`src/rtl/otp_ctrl_pkg.sv`:
```
// Shared constants for the otp_ctrl EDN front-end: bus widths, client
// indices and the life-cycle multi-bit escalation encoding.
package otp_ctrl_pkg;

  localparam int EdnBusWidth   = 32;
  localparam int EdnDataWidth  = 64;

  localparam int NumEdnClients = 2;
  localparam int EdnLfsrIdx    = 0;  // LFSR timer reseed
  localparam int EdnKeyIdx     = 1;  // scrambling key-derivation nonce

  // Multi-bit life-cycle signal; anything other than Off counts as asserted.
  typedef enum logic [3:0] {
    On  = 4'b0101,
    Off = 4'b1010
  } lc_tx_t;

  function automatic logic lc_tx_test_true_loose(input lc_tx_t val);
    return val != Off;
  endfunction

endpackage

```
`src/rtl/otp_ctrl_edn_arb_pack.sv`:
```
// EDN arbiter/packer for otp_ctrl: grants one entropy consumer at a time
// (round-robin), collects EdnBeats EDN beats into one wide word and hands it
// to the granted client with a single-cycle ack.
module otp_ctrl_edn_arb_pack #(
  parameter int NumClients   = otp_ctrl_pkg::NumEdnClients,
  parameter int EdnBusWidth  = otp_ctrl_pkg::EdnBusWidth,
  parameter int EdnDataWidth = otp_ctrl_pkg::EdnDataWidth
) (
  input  logic                      clk_i,
  input  logic                      rst_ni,
  input  logic [NumClients-1:0]     client_req_i,
  output logic [NumClients-1:0]     client_ack_o,
  output logic [EdnDataWidth-1:0]   client_data_o,
  output logic                      edn_req_o,
  input  logic                      edn_ack_i,
  input  logic [EdnBusWidth-1:0]    edn_bus_i,
  input  otp_ctrl_pkg::lc_tx_t      escalate_en_i,
  output logic                      fsm_err_o
);
  import otp_ctrl_pkg::*;

  localparam int EdnBeats = EdnDataWidth / EdnBusWidth;
  localparam int CntW     = $clog2(EdnBeats + 1);
  localparam int IdxW     = (NumClients > 1) ? $clog2(NumClients) : 1;

  // Sparse encoding, pairwise Hamming distance 4, so a single upset lands
  // in an undefined code and is caught by the default branch.
  typedef enum logic [5:0] {
    IdleSt    = 6'b000111,
    FetchSt   = 6'b011001,
    DeliverSt = 6'b101010,
    ErrorSt   = 6'b110100
  } state_e;

  state_e                  r_state, w_state_next;
  logic [IdxW-1:0]         r_gnt_idx, r_rr_ptr, w_pick, w_ptr_inc;
  logic [CntW-1:0]         r_beat_cnt;
  logic [EdnDataWidth-1:0] w_word;
  logic                    w_grant, w_beat_en, w_deliver;
  logic                    w_edn_req, w_fsm_err;
  logic [NumClients-1:0]   w_ack;
  logic [EdnDataWidth-1:0] w_data;

  // First requester at or after ptr, searching upwards with wrap-around.
  function automatic logic [IdxW-1:0] rr_pick(input logic [NumClients-1:0] req,
                                              input logic [IdxW-1:0]       ptr);
    int c;
    rr_pick = ptr;
    // descending so the smallest offset from ptr is the last one written
    for (int i = NumClients - 1; i >= 0; i--) begin
      c = (int'(ptr) + i) % NumClients;
      if (req[c]) rr_pick = IdxW'(c);
    end
  endfunction

  assign w_pick    = rr_pick(client_req_i, r_rr_ptr);
  assign w_ptr_inc = (int'(r_gnt_idx) == NumClients - 1) ? '0 : r_gnt_idx + 1'b1;

  // Next-state and output decode; escalation overrides every state.
  always_comb begin
    w_state_next = r_state;
    w_edn_req    = 1'b0;
    w_ack        = '0;
    w_data       = '0;
    w_fsm_err    = 1'b0;
    w_grant      = 1'b0;
    w_beat_en    = 1'b0;
    w_deliver    = 1'b0;
    case (r_state)
      IdleSt: begin
        if (|client_req_i) begin
          w_grant      = 1'b1;
          w_state_next = FetchSt;
        end
      end
      FetchSt: begin
        w_edn_req = 1'b1;
        if (edn_ack_i) begin
          w_beat_en = 1'b1;
          if (r_beat_cnt == CntW'(EdnBeats - 1)) w_state_next = DeliverSt;
        end
      end
      DeliverSt: begin
        w_deliver = 1'b1;
        // a client that gave up while we were fetching does not get the word
        if (client_req_i[r_gnt_idx]) begin
          w_ack[r_gnt_idx] = 1'b1;
          w_data           = w_word;
        end
        w_state_next = IdleSt;
      end
      ErrorSt: begin
        w_fsm_err = 1'b1;
      end
      default: begin
        w_fsm_err    = 1'b1;
        w_state_next = ErrorSt;
      end
    endcase
    if (lc_tx_test_true_loose(escalate_en_i)) begin
      w_state_next = ErrorSt;
      w_fsm_err    = 1'b1;
    end
  end

  // State register plus grant bookkeeping (winner, beat counter, rr pointer).
  always_ff @(posedge clk_i or negedge rst_ni) begin
    if (!rst_ni) begin
      r_state    <= IdleSt;
      r_gnt_idx  <= '0;
      r_beat_cnt <= '0;
      r_rr_ptr   <= '0;
    end else begin
      r_state <= w_state_next;
      if (w_grant) begin
        r_gnt_idx  <= w_pick;
        r_beat_cnt <= '0;
      end else if (w_beat_en) begin
        r_beat_cnt <= r_beat_cnt + 1'b1;
      end
      if (w_deliver) r_rr_ptr <= w_ptr_inc;
    end
  end

  // One holding register per beat slot; beat 0 sits in the LSBs.
  for (genvar gi = 0; gi < EdnBeats; gi++) begin : g_beat
    logic [EdnBusWidth-1:0] r_beat;
    // capture this slot on its EDN ack; wipe once the word has been offered
    always_ff @(posedge clk_i or negedge rst_ni) begin
      if (!rst_ni)                                          r_beat <= '0;
      else if (w_deliver)                                   r_beat <= '0;
      else if (w_beat_en && (r_beat_cnt == CntW'(gi)))      r_beat <= edn_bus_i;
    end
    assign w_word[gi*EdnBusWidth +: EdnBusWidth] = r_beat;
  end

  assign client_ack_o  = w_ack;
  assign client_data_o = w_data;
  assign edn_req_o     = w_edn_req;
  assign fsm_err_o     = w_fsm_err;

  // Protocol properties
  a_ack_onehot0: assert property (@(posedge clk_i) disable iff (!rst_ni)
    $onehot0(client_ack_o));
  a_edn_req_stable: assert property (@(posedge clk_i) disable iff (!rst_ni)
    ($past(edn_req_o) && !$past(edn_ack_i) && !lc_tx_test_true_loose($past(escalate_en_i)))
      -> edn_req_o);
  a_outputs_known: assert property (@(posedge clk_i) disable iff (!rst_ni)
    !$isunknown({client_ack_o, client_data_o, edn_req_o, fsm_err_o}));

endmodule

```
`config.mk`:
```
export PLATFORM = sky130hd
export DESIGN_NAME = otp_ctrl_edn_arb_pack
export DESIGN_NICKNAME = d
export VERILOG_FILES = /design/src/rtl/otp_ctrl_pkg.sv /design/src/rtl/otp_ctrl_edn_arb_pack.sv
export SDC_FILE = /design/constraint.sdc
export NUM_CORES = 1
export LEC_CHECK = 0
export BUFFER_PORTS_ARGS = -buffer_cell sky130_fd_sc_hd__buf_2
export CAP_MARGIN = 20
export CORE_ASPECT_RATIO = 1.5
export CORE_MARGIN = 2
export CORE_UTILIZATION = 55
export CTS_CLUSTER_DIAMETER = 150
export DETAILED_ROUTE_END_ITERATION = 8
export PLACE_DENSITY = 0.87
export SLEW_MARGIN = 5
export SYNTH_ARGS = -nofsm -noshare
export SYNTH_HDL_FRONTEND = slang
export SYNTH_SLANG_ARGS = --single-unit
```
`constraint.sdc`:
```
create_clock -name clk_i -period 5.4 [get_ports clk_i]
set_input_delay 1.08 -clock clk_i [delete_from_list [all_inputs] [get_ports clk_i]]
set_output_delay 1.08 -clock clk_i [all_outputs]
set_load 0.02 [all_outputs]
```
==> summary.md, run 1 <==
The flow ran to the end, and the final reports show no timing, DRC or antenna violations. The critical path in this run is classified as flop to output port. The count of cells in the finished layout, fillers not included, comes to 597. The tool flagged a number of max-cap violations equal to 0. The count of clock tree sinks was 74. TritonCTS built the clock tree. The initial utilization of the core area, before any placement, comes to 55.9%. The largest net degree at the start of global routing is 75, and the die span in x is 71.9 µm.

The initial antenna violation count is 0, and the total CTS buffers is 9. The overall global routing resource usage is 27.2%, and the average size of a mapped cell is 8.91 µm². The placed instances occupy a cell area of 4390 µm².

The post-synthesis to final-layout area growth was 21.3%. The height of the chip works out to 106 µm. Via count normalized by instance count: 6.02. Time the worst path needs with I/O delays and setup: 3460 ps. The run gives 557 as the count of nets after finishing. Setup violations remaining at the end of the flow were counted as 0.

The run gives 417 as the detailed router's first-iteration violation count. The synthesized flop and latch total is 74. Setup repair after global routing left no endpoint under its margin.

The placed cell count was 579. Of the total power, the share spent switching nets is 21.8%. The logs give 48.8% for the sequential element share of the synthesized area and 6810 µm² for the area of the core.

The root buffer cell was clkbuf_8. Cell type with the largest total area after synthesis: dfrtp_1. Summed over all layers, the global routing overflow is 0. The DRC violations left was 0. Yosys attributes the largest share of cell area to dfrtp_1 (47%), and2_1 (11%), a21oi_1 (8.8%). The first global-routing pass estimated 16200 µm of wire.

The share of total power dissipated in combinational logic is 3.4%. The netlist uses 34 different library cells. For the final standard cell utilization of the core, the log shows 67.8%. For the number of antenna-violating nets in the routed design, the log shows 0. Summed over all cells, the static leakage comes to 0.00225 µW. STA classifies the critical path startpoint as a flop.

The final hold violation count came out at 0. The slew at the pin with the worst max-slew slack was 921 ps. Hold repair after CTS inserted 0 buffers. The congestion estimate from routability-driven global placement came to 0.808. The worst max-slew margin expressed relative to the limit was 38.6%; the first-pass iteration count of the detailed router was 5. The cell area that synthesis handed to floorplanning was 3810 µm².

Once detailed placement completed, the half-perimeter wirelength came to 6470 µm. Power spread over the standard cell area amounts to 223 nW/µm². For the worst setup path, the data arrival time is 2380 ps.

Counting every net in the synthesized netlist gives 470. Sum of routed wire length over all layers: 10000 µm. After detailed routing, the average wire length per cell comes to 16.8 µm.

Most common flop cell mapped by yosys: dfrtp_1. The clock reaches the later pin of the worst-skew pair after 360 ps. The maximum fanout count along the critical path works out to 39. For the final database, setup skew stands at 9.42 ps. For the number of pins exceeding their max-slew limit in the final report, the log shows 0. For this design the total switching power over the nets is 224 µW.

Number of inserted diodes: 0. The path class of the tightest hold or removal check is flop to flop. Post-cts sizing count: 0.

For the number of cells produced by synthesis, the log shows 427. The number of warning messages in the yosys log is 0, and the deepest clock path buffer count is 2. The number of enable-type register cells in the synthesized netlist came out at 0. The finished cells cover 4620 µm². In this run the number of H-tree levels came out at 3. The clock-pin slew of the registers on the worst-case setup and hold paths was 70 ps. The data required time at the worst endpoint is 4320 ps, and the fraction of power consumed by sequential logic is 53.9%. The tools report the final-layout setup total negative slack as 0 ps. In the final layout, the share of cells above drive strength 1 is 27.0%. STA classifies the critical path endpoint as an output port. The run gives 3592 as the total via count in the routed design.

The number of global-route vias before repair came out at 3524. The post-route clock period utilization works out to 64.1%. In this run the core area contains 37 standard-cell rows.

Of the post-synthesis cell area, the dominant cell type holds 46.7%. For this run, the top clock speed supported by timing is 0.289 GHz. IR analysis of the VDD net gives a maximum drop of 185 µV.

Per report_power, the clock group accounts for 42.7% of the total. The logs give 806 µW for the internal power summed over all cells and 0 for the buffers inserted during post-CTS setup optimization. The floorplan step defined a die boundary enclosing 7620 µm².

Total of buffers placed on input and output ports: 108. For this design the top-level I/O count stands at 109. Of all flip-flops after synthesis, the portion carrying an async set or reset was 100%.
==> final cells by class <==
cell class	count	area, µm²
clock buffers	14	163
clock inverters	2	35.0
fillers	562	2190
inverters	5	18.8
multi-input cells	305	1790
flip-flops and latches	74	1860
well taps	78	97.6
repair buffers	119	661
==> cells in the mapped netlist, drive strengths merged, types with 3 or more instances <==
| library cell | number |
|---|---|
| inv | 5 |
| a21oi | 67 |
| nor3 | 3 |
| buf | 15 |
| clkbuf | 28 |
| nor4bb | 3 |
| nand3 | 64 |
| o21ai | 70 |
| nand4bb | 4 |
| nor2 | 5 |
| nand2b | 3 |
| and2 | 64 |
| dfrtp | 71 |
| dfstp | 3 |
==> registers in the layout, summed over array words and instances (netlist names) <==
register	count
r_gnt_idx	1
r_state	6
r_beat_cnt	2
r_rr_ptr	1
g_beat.r_beat	64
==> metal layers <==
layer	global-route usage (%)	wire length [µm]	part of all wire (%)	vias up
met2	44.7	5270	52	143
met1	33.4	3930	39	1759
met3	7.93	617	6.1	18
met5	0	0	0	-
met4	10.8	221	2.2	0
li1	-	-	-	1672
==> metrics by stage <==
stage               total power (µW)  setup slack (ps)  hold WS [ps]
floorplan                        569              2450           468
global placement                 600              1490           484
detailed placement               601              1470           524
CTS                             1030              1380           540
global route                    1070              1790           562
finish                          1030              1940           531
==> path summary, 6_finish.rpt <==
check	startpoint	to	slack (ps)	cells after the start
setup / recovery	r_state[1]	client_data_o[30]	1940	6
hold / removal	r_rr_ptr	r_rr_ptr	530	2
setup reg to reg	r_state[0]	g_beat[0].r_beat[14]	3400	4
hold reg to reg	r_rr_ptr	r_rr_ptr	530	2
max in group asynchronous	rst_ni	g_beat[0].r_beat[3]	3960	1
min in group asynchronous	rst_ni	g_beat[1].r_beat[25]	860	1
==> power by group through the flow <==
stage                     combinational, µW  clock (µW)  sequential (µW)
final                                  34.9         440              555
after global routing                   38.5         473              555
after CTS                              35.2         443              555
after detailed placement               35.1           0              566
after global placement                 34.3           0              566
after floorplan                        3.23           0              566
==> critical path, cell delays in order, from the launching register on <==
cell      delay (ps)
dfstp_2          600
nand2b_1         290
nor3_4           320
buf_8            230
buf_4            250
and2_1           160
buf_2            160
==> cells in the final DEF (no fill, tap or decap), types with 2 or more instances in the layout <==
| cell type | count |
|---|---|
| nand2b_1 | 3 |
| clkbuf_8 | 11 |
| nand4bb_1 | 3 |
| nand4b_1 | 2 |
| nand3_1 | 64 |
| buf_4 | 9 |
| and4b_1 | 2 |
| or3_1 | 2 |
| dfstp_2 | 3 |
| nor3_1 | 2 |
| ha_1 | 2 |
| clkbuf_1 | 3 |
| o31ai_1 | 2 |
| and2_1 | 64 |
| nor4bb_4 | 2 |
| buf_8 | 2 |
| o21ai_0 | 65 |
| nor2_1 | 4 |
| dfrtp_1 | 71 |
| a21oi_1 | 67 |
| o21a_1 | 2 |
| buf_2 | 107 |
| o21ai_1 | 5 |
| inv_1 | 5 |
==> logic make-up (layout without fill, tap and decap cells) <==
| logic type | Yosys count | after routing | synth area share, % |
|---|---|---|---|
| AOI/OAI and AO/OA | 146 | 146 | 20.0 |
| adders and majority gates | 2 | 2 | 0.657 |
| buffers and inverters | 48 | 140 | 5.29 |
| DFF | 74 | 74 | 48.8 |
| muxes | 1 | 1 | 0.263 |
| and+or+nand+nor | 156 | 156 | 25.1 |
No activity file was read; power rests on OpenSTA's default activity.
==> run 2, diff against run 1 <==
--- a/config.mk
+++ b/config.mk
@@ -9,10 +9,10 @@
 export CAP_MARGIN = 20
 export CORE_ASPECT_RATIO = 1.5
 export CORE_MARGIN = 2
-export CORE_UTILIZATION = 55
+export CORE_UTILIZATION = 47
 export CTS_CLUSTER_DIAMETER = 150
 export DETAILED_ROUTE_END_ITERATION = 8
-export PLACE_DENSITY = 0.87
+export PLACE_DENSITY = 0.79
 export SLEW_MARGIN = 5
 export SYNTH_ARGS = -nofsm -noshare
 export SYNTH_HDL_FRONTEND = slang
==> constraint.sdc (replaced) <==
create_clock -name clk_i -period 2.9 [get_ports clk_i]
set_input_delay 0.58 -clock clk_i [delete_from_list [all_inputs] [get_ports clk_i]]
set_output_delay 0.58 -clock clk_i [all_outputs]
set_load 0.02 [all_outputs]
==> run 2 against run 1 <==
Net effect:
- count of clock-buffer cells in the layout did not move
- utilization fell by 7.8 points
- sequential cell count unchanged
- die area rose by 16%
- critical path type unchanged
- highest routed layer is now met5
==> summary.md, run 2 (same netlist as run 1, synthesis figures left out) <==
The run finished with clean final reports. For the final routed database, the setup TNS stands at 0 ps. Cells fill 60.0% of the core in the end. For the internal power summed over all cells, the log shows 1840 µW. The largest registers in the layout are g_beat.r_beat x64, r_state x6, r_beat_cnt x2. The pre-antenna-repair detailed-routing pass consisted of 5 iterations.

The most common cell after layout, fill and taps aside is buf_2. For this design, the slowest cell found on the critical path is dfstp_2. Using the TritonRoute via totals, the vias-per-cell ratio works out to 5.75. The run gives 1 as the initial antenna violation count. The area of the core was 7960 µm². Per report_power, the sequential group accounts for 45.4% of the total. The overflow left after global routing is 0.

Setup repair after global routing left no endpoint under its margin. Dividing total power by cell area gives a power density of 477 nW/µm². The largest single stage delay on the critical path is 590 ps. In this run, the number of DRC markers left after iteration 0 of detailed routing was 376.

The root buffer cell was clkbuf_16. For this run, the total global-route usage over all layers was measured as 23.2%. Post-route clock period utilization: 95.4%. For the worst setup path, the data arrival time is 2190 ps. The path category of the worst min-delay check was input port to async pin. The count of nets left with antenna violations once routing finished came out at 0. Input and output buffers added on the ports amount to 108. The smallest clock period supported by the final layout is computed as 2770 ps. The number of flip-flops under the largest register name was 64; the largest voltage drop on the vdd net was 311 µV.

At the pin with the least slew margin, the transition time is 934 ps. The clock latency of the later-clocked register in the worst-skew pair is 330 ps, and the post-synthesis to final-layout area growth is 25.4%. The number of rows in the core area is 40. The logs give 0 for the number of pins exceeding their max-slew limit in the final report and 16300 µm for the wire length of the first global-routing pass. STA classifies the critical path startpoint as a flop. Cells with a size suffix above 1 make up 27.3% of the layout.

Combinational cell fraction of total power: 2.9%. The detail-routed net length per standard cell is 16.4 µm. During I/O placement, the number of pins put on the boundary was 109. Wires add up to 10300 µm.

The worst setup skew after layout is 6.45 ps, and the DRC violations left is 0. The clock passes through at most 2 buffers. The reported leakage power came out at 0.00232 µW.

The count of clock tree sinks came out at 74. For the area occupied by registers, the log shows 1860 µm². Endpoint class of the critical path: an output port. TritonCTS built the clock tree.

The die covers 8850 µm². The run gives 0 as the number of inserted diodes. At the end of routability-driven placement, the weighted congestion stood at 0.804. The worst hold margin is 379 ps, and the share of total power consumed by net switching is 19.4%. The die is 114 µm tall. The number of global-route vias before repair is 3362. More flip-flops sit in one register than any other, and that register is g_beat.r_beat. The clock network burns 51.7% of the power.

In the final layout, the multi-input gates occupy 1790 µm². Walking the worst path, the cells encountered are nand2b_1, nor3_4, buf_12, and2_1, buf_2. The tools report the largest net degree at the start of global routing as 75. The run gives 47.8% as the initial standard-cell utilization of the core. The tools report the reported max-cap violation count as 0.

Leaving out fill and tap cells, the most frequent cells in the layout are buf_2 (107), dfrtp_1 (71), a21oi_1 (67). The run gives 0 as the buffers inserted during post-CTS setup optimization. After the last flow step, the layout net total stands at 561. For the data required time at the worst endpoint, the log shows 2320 ps. The critical path is of the flop to output port type. The number of hold buffers added after cts was 0; the count of filler cells inserted in the layout was 721. The H-tree depth came out at 3. After clock tree synthesis, the clock-pin slew on the worst setup and hold paths is 50 ps. The die is 77.5 µm wide. Timing would allow up to 0.361 GHz. In this run the worst path has a maximum fanout of 56. HPWL after detailed placement: 6820 µm. The final hold violation count came out at 0. Buffers inserted during clock tree synthesis total 9.

The run gives 3610 as the total via count in the routed design. In this run the power spent charging and discharging nets is 442 µW. Gates resized during post-CTS repair numbered 0. The logs give 0 for the final setup violation count and 37.7% for the worst max-slew margin expressed relative to the limit.
==> run 2: layout make-up <==
type	count	area share [%]
Inverter	5	0.393
Tap cell	105	2.75
Multi-Input combinational cell	305	37.4
Clock buffer	14	5.32
Clock inverter	2	1.26
Sequential cell	74	38.9
Timing Repair Buffer	123	14.0
==> run 2: routing by layer <==
layer | track usage [%] | part of all wire, % | routed length, µm | vias up
met5 | 0 | 0.14 | 14 | -
li1 | - | - | - | 1690
met2 | 39.2 | 52 | 5380 | 161
met4 | 10.2 | 3.0 | 308 | 2
met3 | 5.05 | 5.8 | 596 | 28
met1 | 28.6 | 39 | 3990 | 1729
==> run 2: worst paths after layout <==
path / startpoint / end / slack, ps / cells after the start
max: r_state[1] / client_data_o[14] / 130 / 5
min: rst_ni / g_beat[1].r_beat[25] / 380 / 1
max reg2reg: r_beat_cnt[1] / g_beat[1].r_beat[23] / 830 / 6
min reg2reg: g_beat[0].r_beat[19] / g_beat[0].r_beat[19] / 530 / 2
max in group asynchronous: rst_ni / g_beat[1].r_beat[5] / 1910 / 1
min in group clk_i: edn_bus_i[4] / g_beat[0].r_beat[4] / 500 / 3
==> run 2: stage by stage <==
step	cells	worst slack, ps	area [µm²]	total power, µW
after floorplan	427	742	3810	1060
after global placement	610	474	4450	1120
after detailed placement	610	426	4450	1120
after CTS	626	62.9	4760	2290
after global routing	628	0.256	4770	2340
final	628	133	4770	2280
==> run 2: worst max-delay path, delay by kind of cell, from the launching register on <==
kind                   cells  cell delay (ps)
flip-flops                 1              590
buffers and inverters      2              410
AND/OR/NAND/NOR            3              840
==> run 2: power groups by stage <==
stage,combinational (µW),sequential (µW),clock [µW]
2_1_floorplan,6.01,1050,0
3_3_place_gp,65.1,1050,0
3_5_place_dp,66.0,1050,0
4_1_cts,66.4,1030,1190
5_1_grt,72.1,1030,1230
6_report,65.2,1040,1180
